**src/rtl/miner_pkg.sv**
```systemverilog
// rtl/miner_pkg.sv - shared types and constants for the nonce dispatcher
package miner_pkg;

    typedef enum logic [1:0] {
        IDLE,
        DISPATCH,
        EXHAUSTED,
        DONE
    } state_t;

    localparam int          NONCE_W   = 32;
    localparam logic [31:0] NONCE_MAX = 32'hFFFF_FFFF;

    // Index width for an n-entry vector, never narrower than one bit.
    function automatic int id_width(input int n);
        return (n <= 2) ? 1 : $clog2(n);
    endfunction

endpackage

```
**src/rtl/nonce_dispatcher_if.sv**
```systemverilog
// rtl/nonce_dispatcher_if.sv - host/core-array signals of the nonce dispatcher
interface nonce_dispatcher_if #(
    parameter int NUM_CORES = 4
) ();
    import miner_pkg::*;

    localparam int ID_W = id_width(NUM_CORES);

    logic                 new_job;
    logic [NUM_CORES-1:0] req;
    logic [NUM_CORES-1:0] found;
    logic [NUM_CORES-1:0] grant;
    logic [NONCE_W-1:0]   grant_nonce;
    logic                 busy;
    logic                 done;
    logic [ID_W-1:0]      winner_id;
    logic                 exhausted;

    modport master (
        input  new_job, req, found,
        output grant, grant_nonce, busy, done, winner_id, exhausted
    );

    modport slave (
        output new_job, req, found,
        input  grant, grant_nonce, busy, done, winner_id, exhausted
    );

endinterface

```
**src/rtl/rr_arbiter.sv**
```systemverilog
// rtl/rr_arbiter.sv - combinational round-robin pick of the first requester at or after ptr
module rr_arbiter
    import miner_pkg::*;
#(
    parameter int N  = 4,
    parameter int IW = id_width(N)
) (
    input  logic [N-1:0]  req,
    input  logic [IW-1:0] ptr,
    output logic [N-1:0]  grant,
    output logic [IW-1:0] idx
);

    logic [IW-1:0] cand;

    function automatic int wrap_add(input int p, input int off);
        int s;
        s = p + off;
        if (s >= N) s = s - N;
        return s;
    endfunction

    // Scan offsets from farthest to nearest so the nearest requester wins.
    always_comb begin
        grant = '0;
        idx   = '0;
        cand  = '0;
        for (int i = N - 1; i >= 0; i--) begin
            cand = IW'(wrap_add(int'(ptr), i));
            if (req[cand]) begin
                grant       = '0;
                grant[cand] = 1'b1;
                idx         = cand;
            end
        end
    end

endmodule

```
**src/rtl/nonce_dispatcher.sv**
```systemverilog
// rtl/nonce_dispatcher.sv - round-robin nonce dispatch to hash cores with job restart, found and exhaustion handling
module nonce_dispatcher
    import miner_pkg::*;
#(
    parameter int          NUM_CORES = 4,
    parameter logic [31:0] START_VAL = 32'h0
) (
    input  logic               clk,
    input  logic               n_rst,
    nonce_dispatcher_if.master bus
);

    localparam int ID_W = id_width(NUM_CORES);

    state_t               state_q, state_n;
    logic [NONCE_W-1:0]   counter_q, counter_n;
    logic [ID_W-1:0]      ptr_q, ptr_n;
    logic [NUM_CORES-1:0] grant_q, grant_n;
    logic [NONCE_W-1:0]   nonce_q, nonce_n;
    logic [ID_W-1:0]      winner_q, winner_n;

    logic [NUM_CORES-1:0] arb_grant;
    logic [ID_W-1:0]      arb_idx;
    logic [ID_W-1:0]      found_idx;

    rr_arbiter #(
        .N  (NUM_CORES),
        .IW (ID_W)
    ) u_arb (
        .req   (bus.req),
        .ptr   (ptr_q),
        .grant (arb_grant),
        .idx   (arb_idx)
    );

    always_comb begin
        found_idx = '0;
        for (int i = NUM_CORES - 1; i >= 0; i--) begin
            if (bus.found[i]) found_idx = ID_W'(i);
        end
    end

    always_ff @(posedge clk or negedge n_rst) begin
        if (!n_rst) begin
            state_q   <= IDLE;
            counter_q <= START_VAL;
            ptr_q     <= '0;
            grant_q   <= '0;
            nonce_q   <= '0;
            winner_q  <= '0;
        end else begin
            state_q   <= state_n;
            counter_q <= counter_n;
            ptr_q     <= ptr_n;
            grant_q   <= grant_n;
            nonce_q   <= nonce_n;
            winner_q  <= winner_n;
        end
    end

    // new_job overrides everything else, including found and a pending grant.
    always_comb begin
        state_n   = state_q;
        counter_n = counter_q;
        ptr_n     = ptr_q;
        grant_n   = '0;
        nonce_n   = nonce_q;
        winner_n  = winner_q;
        if (bus.new_job) begin
            state_n   = DISPATCH;
            counter_n = START_VAL;
            ptr_n     = '0;
            winner_n  = '0;
        end else begin
            case (state_q)
                DISPATCH: begin
                    if (bus.found != '0) begin
                        state_n  = DONE;
                        winner_n = found_idx;
                    end else if (bus.req != '0) begin
                        grant_n   = arb_grant;
                        nonce_n   = counter_q;
                        counter_n = counter_q + 32'd1;
                        ptr_n     = (arb_idx == ID_W'(NUM_CORES - 1)) ? '0 : arb_idx + 1'b1;
                        if (counter_q == NONCE_MAX) state_n = EXHAUSTED;
                    end
                end
                EXHAUSTED: begin
                    if (bus.found != '0) begin
                        state_n  = DONE;
                        winner_n = found_idx;
                    end
                end
                default: ;
            endcase
        end
    end

    assign bus.grant       = grant_q;
    assign bus.grant_nonce = nonce_q;
    assign bus.busy        = (state_q == DISPATCH);
    assign bus.done        = (state_q == DONE);
    assign bus.exhausted   = (state_q == EXHAUSTED);
    assign bus.winner_id   = winner_q;

endmodule

```
**src/flat_wrapper.sv**
```systemverilog
// flat-port wrapper written by rule: the top's interface ports become plain ports
module nonce_dispatcher_flat import miner_pkg::*;
#(
    parameter int          NUM_CORES = 4,
    parameter logic [31:0] START_VAL = 32'h0
)
  (clk, n_rst, bus_new_job, bus_req, bus_found, bus_grant, bus_grant_nonce, bus_busy, bus_done, bus_winner_id, bus_exhausted);
  nonce_dispatcher_if #(.NUM_CORES(NUM_CORES)) bus_i ();
  input  logic clk;
  input  logic n_rst;
  input wire logic [$bits(bus_i.new_job)-1:0] bus_new_job;
  input wire logic [$bits(bus_i.req)-1:0] bus_req;
  input wire logic [$bits(bus_i.found)-1:0] bus_found;
  output wire logic [$bits(bus_i.grant)-1:0] bus_grant;
  output wire logic [$bits(bus_i.grant_nonce)-1:0] bus_grant_nonce;
  output wire logic [$bits(bus_i.busy)-1:0] bus_busy;
  output wire logic [$bits(bus_i.done)-1:0] bus_done;
  output wire logic [$bits(bus_i.winner_id)-1:0] bus_winner_id;
  output wire logic [$bits(bus_i.exhausted)-1:0] bus_exhausted;
  assign bus_i.new_job = bus_new_job;
  assign bus_i.req = bus_req;
  assign bus_i.found = bus_found;
  assign bus_grant = bus_i.grant;
  assign bus_grant_nonce = bus_i.grant_nonce;
  assign bus_busy = bus_i.busy;
  assign bus_done = bus_i.done;
  assign bus_winner_id = bus_i.winner_id;
  assign bus_exhausted = bus_i.exhausted;
  nonce_dispatcher #(.NUM_CORES(NUM_CORES), .START_VAL(START_VAL)) u_core (.clk(clk), .n_rst(n_rst), .bus(bus_i));
endmodule
```
**config.mk**
```make
export PLATFORM = sky130hd
export DESIGN_NAME = nonce_dispatcher_flat
export DESIGN_NICKNAME = d
export VERILOG_FILES = /design/src/rtl/miner_pkg.sv /design/src/rtl/nonce_dispatcher_if.sv /design/src/rtl/rr_arbiter.sv /design/src/rtl/nonce_dispatcher.sv /design/src/flat_wrapper.sv
export SDC_FILE = /design/constraint.sdc
export NUM_CORES = 1
export LEC_CHECK = 0
export CORE_UTILIZATION = 50
export CTS_CLUSTER_SIZE = 28
export DETAILED_ROUTE_END_ITERATION = 6
export PLACE_DENSITY = 0.73
export SYNTH_ARGS = -nofsm -noshare
export SYNTH_HDL_FRONTEND = slang
export SYNTH_HIERARCHICAL = 1
export SYNTH_SLANG_ARGS = --single-unit
export TNS_END_PERCENT = 50
```
**constraint.sdc**
```tcl
create_clock -name clk -period 6.6 [get_ports clk]
set_clock_uncertainty 0.05 [all_clocks]
set_input_delay 0.99 -clock clk [delete_from_list [all_inputs] [get_ports clk]]
set_output_delay 0.99 -clock clk [all_outputs]
set_load 0.005 [all_outputs]
```
Word-level counts from Yosys, hierarchy flattened
Cells that the tools add are included.
Operators by class
  muxes and demuxes: 54
  multipliers: 0
  add/sub/neg operators: 9
  reductions and logical operators: 16
  eq/ne operators: 9
  bitwise gates (word level): 2
  shift operators: 0
  div/mod/pow operators: 0
  $lt $le $gt $ge: 12
Operators with widths (number)
  two-way mux 32 bit: 4
  two-way mux 2 bit: 25
  adder 32 x 1 -> 32 bit (second input constant): 1
  == test 32 bit (second input constant): 1
  two-way mux 4 bit: 8
  less-than comparator 2 x 3 -> 1 bit (second input constant): 4
  greater-or-equal comparator 3 bit (second input constant): 3
  binary-select mux 1 bit (select 2 bit): 4
  demux 1 bit (select 2 bit): 4
  greater-or-equal comparator 2 x 1 -> 1 bit (second input constant): 4
  two-way mux 1 bit: 8
  inequality test 4 x 2 -> 1 bit (second input constant): 2
  AND reduction 4 bit: 2
  nonzero test 2 bit: 4
  nonzero test 4 bit: 2
  subtractor 2 x 1 -> 2 bit (second input constant): 4
  adder 2 x 2 -> 3 bit (second input constant): 2
  == test 2 bit (second input constant): 3
  logical AND 1 bit: 4
  case mux 2 bit (2 select lines): 1
  adder 2 x 1 -> 3 bit (second input constant): 1
  greater-or-equal comparator 2 x 3 -> 1 bit (second input constant): 1
  inequality test 3 x 2 -> 1 bit (second input constant): 1
  AND reduction 3 bit: 1
  other kinds (7): 8
Word-level totals
  bits in writable memories: 0
  word-level logic and storage cells: 108
  input port bits: 11
  bits in registers: 74
  memories: 0
  output and inout port bits: 41
  bits in read-only memories: 0
  bits in latches: 0

Logic depth before layout (Yosys ltp)
  depth after elaboration: 15
  gate-level depth with buffers: 12
  gate-level depth less buffers: 9

By module
Netlist, hierarchy kept.
Modules (own cells, without submodules)
  nonce_dispatcher: instances 1, area each 3438.3 um2, cells an instance 311
  rr_arbiter: instances 1, area each 491.7 um2, cells an instance 66

Worst setup path before layout
Ideal clock, no wire load.
  path type: reg2reg
  from: register u_core.ptr_q[0]
  to: register u_core.ptr_q[1]
  arrival: 2585 ps
  stages on the path, launching flop included: 12
  setup time: 94 ps
  period minus slack after synthesis: 2729 ps
  data required time: 6456 ps
  setup slack: 3871 ps
  cell sequence: dfrtp_1 > buf_6 > buf_2 > inv_1 > ha_1 > clkbuf_1 > mux4_2 > and2b_1 > o21ai_0 > o21ai_0 > xnor2_1 > a211oi_1
Between the ends
  longest elaborated chain between the ends: 15
Ends and longest elaborated chain
  start: declaration: line nonce_dispatcher.sv:17  | logic [ID_W-1:0] ptr_q, ptr_n;
  start signal: assignment: line nonce_dispatcher.sv:54  | ptr_q <= ptr_n;
  adder 2 x 2 -> 3 bit: line rr_arbiter.sv:18  | s = p + off;
  greater-or-equal comparator 3 bit / subtractor 2 x 1 -> 2 bit (equally long branches): line rr_arbiter.sv:19  | if (s >= N) s = s - N;
  two-way mux 2 bit: line rr_arbiter.sv:19
  binary-select mux 1 bit (select 2 bit): line rr_arbiter.sv:30  | if (req[cand]) begin
  two-way mux 1 bit (implied by the code): line rr_arbiter.sv:30
  two-way mux 2 bit (3 in series): line rr_arbiter.sv:30
  two-way mux 2 bit (*): line rr_arbiter.sv:30
  via u_core.arb_idx[0]: line nonce_dispatcher.sv:23  | logic [ID_W-1:0] arb_idx;
  adder 2 x 1 -> 2 bit / == test 2 bit (equally long branches): line nonce_dispatcher.sv:84  | ptr_n = (arb_idx == ID_W'(NUM_CORES - 1)) ? '0 : arb_idx + 1'b1;
  two-way mux 2 bit (*): line nonce_dispatcher.sv:84
  two-way mux 2 bit (*): line nonce_dispatcher.sv:80  | end else if (bus.req != '0) begin
  two-way mux 2 bit (*): line nonce_dispatcher.sv:77  | if (bus.found != '0) begin
  two-way mux 2 bit (*): line nonce_dispatcher.sv:75  | case (state_q)
  two-way mux 2 bit (*): line nonce_dispatcher.sv:69  | if (bus.new_job) begin
Mark *: on every way through the listed nets, which the timed path passes. The rest lies on a longest branch. The select of a mux whose other input is x is not followed.
A chain may end at the register's enable or synchronous reset.

Worst setup path in the final report
  from: input bus_found[0]
  to: register u_core.nonce_q[25], in the netlist u_core/bus.grant_nonce[25]
Between the ends
  longest elaborated chain between the ends: 3
Ends and longest elaborated chain
  start: declaration: line flat_wrapper.sv:13  | input wire logic [$bits(bus_i.found)-1:0] bus_found;
  nonzero test 4 bit: line nonce_dispatcher.sv:77
  NOT 1 bit (no line)
  AND reduction 4 bit (no line)
  end signal: assignment: line nonce_dispatcher.sv:56  | nonce_q <= nonce_n;
  end: declaration: line nonce_dispatcher.sv:19  | logic [NONCE_W-1:0] nonce_q, nonce_n;
No other way between the ends.

==> out/qor.tcl <==
set qor(area_delta_synth_final_pct) 21.2
set qor(synthesis.area_mm2) 0.00393
set qor(setup.worst_path.class) {input port to register}
set qor(synth.distinct_cells) 51
set qor(cp_slowest_stage_delay_ps) 520
set qor(post_drt_wl_per_cell_um) 15.2
set qor(finalSetupTns_ps) 0
set qor(vias) 2997
set qor(clkLatencyLatePin_ps) 350
set qor(clock_sinks) 74
set qor(wire_length_of_the_first_global_routing_pass_um) 13800
set qor(share_comb_of_total_power_pct) 6.7
set qor(layout_worst_path_cycle_share_pct) 51.5
set qor(edff_count_synth) 0
set qor(synth_fa_ha_area_share_pct) 3.82
set qor(critical_path_buf_inv_count) 2
set qor(routability_congestion_estimate) 0.792
set qor(drt_drc_violations_left) 0
set qor(drtPass1Iterations) 4
set qor(postPlaceCellArea_mm2) 0.00451
set qor(syn-mean-instance-area_um2) 10.4
set qor(floorplan.core_area_mm2) 0.00741
set qor(tritoncts) {yes}
set qor(clk_root_buffer_cell) {sky130_fd_sc_hd__clkbuf_8}
set qor(drt_iter0_drc) 114
set qor(max-slew-margin-rel_pct) 37.8
set qor(dp_hpwl_um) 5450
set qor(design.die.area_mm2) 0.00822
set qor(vias_in_the_first_global_route) 2821
set qor(final.min_clock_period_ps) 3400
set qor(path_delay_family) {simple AND/OR/NAND/NOR gates}
set qor(postSynth.asyncResetShare_pct) 100
set qor(power_switching_share_pct) 20.9
set qor(regArea_mm2) 0.00185
set qor(dp.cells) 516
set qor(power.leakage_nw) 2.02
set qor(finalWirelength_um) 8050
set qor(drive_above_1_share_pct) 16.9
set qor(switching_power_mw) 0.203
set qor(drtAntennaViolNets) 0
set qor(syn_inst) 377
set qor(worstPathCellList) {clkdlybuf4s50_1 > nor4_2 > nand3_1 > nor2_2 > buf_4 > mux2_2}
set qor(worst-path-max-fanout) 28
set qor(power_density_mw_per_mm2) 204
set qor(diode_count) 0
set qor(share_of_total_power_in_sequential_cells_pct) 47.2
set qor(outcome) {finished, final reports clean}
set qor(crit_path_dat_ps) 3590
set qor(die_x_um) 90.7
set qor(fin_area_mm2) 0.00476
set qor(cts_max_path_buffers) 2
set qor(synth_seq_area_share_pct) 47.1
set qor(fill_cells) 604
set qor(library_cell_occupying_the_most_area_in_the_post_synthesis_netlist) {sky130_fd_sc_hd__dfrtp_1}
set qor(hold_path.class) {register to register}
set qor(internal-power_mw) 0.768
set qor(yosysWarningCount) 6
set qor(rsz0062_at_grt) {no}
set qor(critPathSlowestCell) {sky130_fd_sc_hd__nor4_2}
set qor(timing.final.max_slew_violations) 0
set qor(multi_input_area_mm2) 0.00196
set qor(synth_top_area_share_pct) 47.1
set qor(cts.repair.resized) 0
set qor(setup_viol) 0
set qor(clkTransAtPathRegs_ps) 80
set qor(timing.max_cap.violations) 0
set qor(clock_power_share_pct) 46.1
set qor(synth_compound_gate_area_share_pct) 7.26
set qor(avgViaCountPerCell) 5.65
set qor(synth-simple-area-share_pct) 21.7
set qor(port_buffers) 51
set qor(floorplan.rows) 31
set qor(antenna_found_initial) 0
set qor(cp-start-kind) {input port}
set qor(design.final.nets) 451
set qor(hold_viol_final) 0
set qor(netlist_top_cells_area) {sky130_fd_sc_hd__dfrtp_1, sky130_fd_sc_hd__mux2_2, sky130_fd_sc_hd__nor2_1, sky130_fd_sc_hd__ha_1, sky130_fd_sc_hd__xnor2_1}
set qor(ys_seq_elements) 74
set qor(synthXorXnorAreaFrac_pct) 4.68
set qor(cts-buffers-inserted) 9
set qor(synth_net_count) 400
set qor(grt_max_degree) 75
set qor(grt_overall_usage_pct) 21.0
set qor(final-instance-count-excl-fill) 530
set qor(cts_hold_repair.buffers) 0
set qor(maxClockFrequency_ghz) 0.294
set qor(synth_flop_cell) {sky130_fd_sc_hd__dfrtp_1}
set qor(synth_top_family_by_area) {simple AND/OR/NAND/NOR gates}
set qor(worst_setup_path_end_kind) {register}
set qor(cts_post_setup_buffers_inserted) 0
set qor(die_h_um) 90.7
set qor(vdd_drop_max_mv) 0.114
set qor(critPathRequiredTime_ps) 6790
set qor(floorplan.initialDensity_pct) 53.0
set qor(slew_at_the_pin_closest_to_its_max_slew_limit_ps) 933
set qor(grt_overflow_total) 0
set qor(ios) 52
set qor(post_synth_mux_area_share_pct) 12.4
set qor(h-tree-depth) 3
logic make-up after synthesis:
kind of cell / Yosys count
DFF: 74
AOI/OAI and AO/OA: 45
xor gates and xnor gates: 21
and+or+nand+nor: 158
muxes: 40
buffers and inverters: 27
adders and majority gates: 12
Yosys cell counts (all sizes together) (6+ instances only):
master and n:
nor4 13, dfrtp 74, nand4 10, nand3 18, inv 13, clkbuf 9
a21oi 19, ha 12, nor2 56, mux2 36, nand2 19, nor3 12
or3 6, o21ai 9, xnor2 15, xor2 6
through the flow:
step           hold WS [ps]  power [mW]  setup WS (ps)  utilization, %
2_1_floorplan           433       0.503           3870               -
3_3_place_gp            430       0.531           2920            60.9
6_report                444       0.971           3200            64.3
4_1_cts                 451       0.979           3170            64.3
5_1_grt                 483        1.01           2950            64.3
3_5_place_dp            434       0.532           2800            60.9
cell usage in the layout (no fill, tap or decap), types with 3 or more instances in the layout:
master                             n
sky130_fd_sc_hd__buf_4             3
sky130_fd_sc_hd__a31o_2            3
sky130_fd_sc_hd__nand2_1          19
sky130_fd_sc_hd__nand3_1          16
sky130_fd_sc_hd__and2_1            4
sky130_fd_sc_hd__mux2_2           33
sky130_fd_sc_hd__xor2_1            6
sky130_fd_sc_hd__nand2b_1          5
sky130_fd_sc_hd__xnor2_1          15
sky130_fd_sc_hd__clkbuf_8          9
sky130_fd_sc_hd__nor2_1           55
sky130_fd_sc_hd__bufinv_16         4
sky130_fd_sc_hd__nor3_1           11
sky130_fd_sc_hd__dfrtp_1          74
sky130_fd_sc_hd__mux4_2            3
sky130_fd_sc_hd__nor4_1           11
sky130_fd_sc_hd__ha_1             12
sky130_fd_sc_hd__nand4_1           8
sky130_fd_sc_hd__o21ai_0           9
sky130_fd_sc_hd__or3_1             5
sky130_fd_sc_hd__clkdlybuf4s50_1  50
sky130_fd_sc_hd__a311oi_1          3
sky130_fd_sc_hd__a21oi_1          19
sky130_fd_sc_hd__a221oi_1          4
sky130_fd_sc_hd__inv_1            13
final cells by class:
cell class,instances,share of cell area (%)
Multi-Input combinational cell,276,41.1
Timing Repair Buffer,54,11.1
Clock inverter,5,2.70
Tap cell,99,2.60
Sequential cell,74,38.9
Inverter,13,1.02
Clock buffer,9,2.60
registers in the layout, summed over array words and instances, names as in the netlist:
register	flops
u_core/bus.grant_nonce	32
u_core/counter_q	32
u_core/bus.grant	4
u_core/bus.winner_id	2
u_core/ptr_q	2
u_core/state_q	2
metal layers:
layer	wire length, um	track usage (%)	vias up
li1	-	-	1447
met1	3800	28.7	1474
met2	3810	33.3	63
met3	314	4.55	13
met4	122	7.26	0
met5	0	0	-
power groups by stage:
stage                     clock (mW)  sequential [mW]  combinational (mW)
after detailed placement           0            0.467              0.0653
final                          0.447            0.458              0.0653
after global placement             0            0.467              0.0638
after global routing           0.476            0.458              0.0724
after floorplan                    0            0.466              0.0362
after CTS                      0.456            0.458              0.0657
final timing paths:
check / cells after the start / start / slack, ps / endpoint
max in group asynchronous: 2 / n_rst / 5090 / u_core/bus.grant[1]
hold / removal: 1 / u_core/bus.grant_nonce[10] / 440 / u_core/bus.grant_nonce[10]
setup reg to reg: 8 / u_core/ptr_q[0] / 3590 / u_core/ptr_q[1]
hold reg to reg: 1 / u_core/bus.grant_nonce[10] / 440 / u_core/bus.grant_nonce[10]
min in group asynchronous: 2 / n_rst / 800 / u_core/bus.grant_nonce[2]
setup / recovery: 6 / bus_found[0] / 3200 / u_core/bus.grant_nonce[25]
Power figures use the tool's default switching activity.
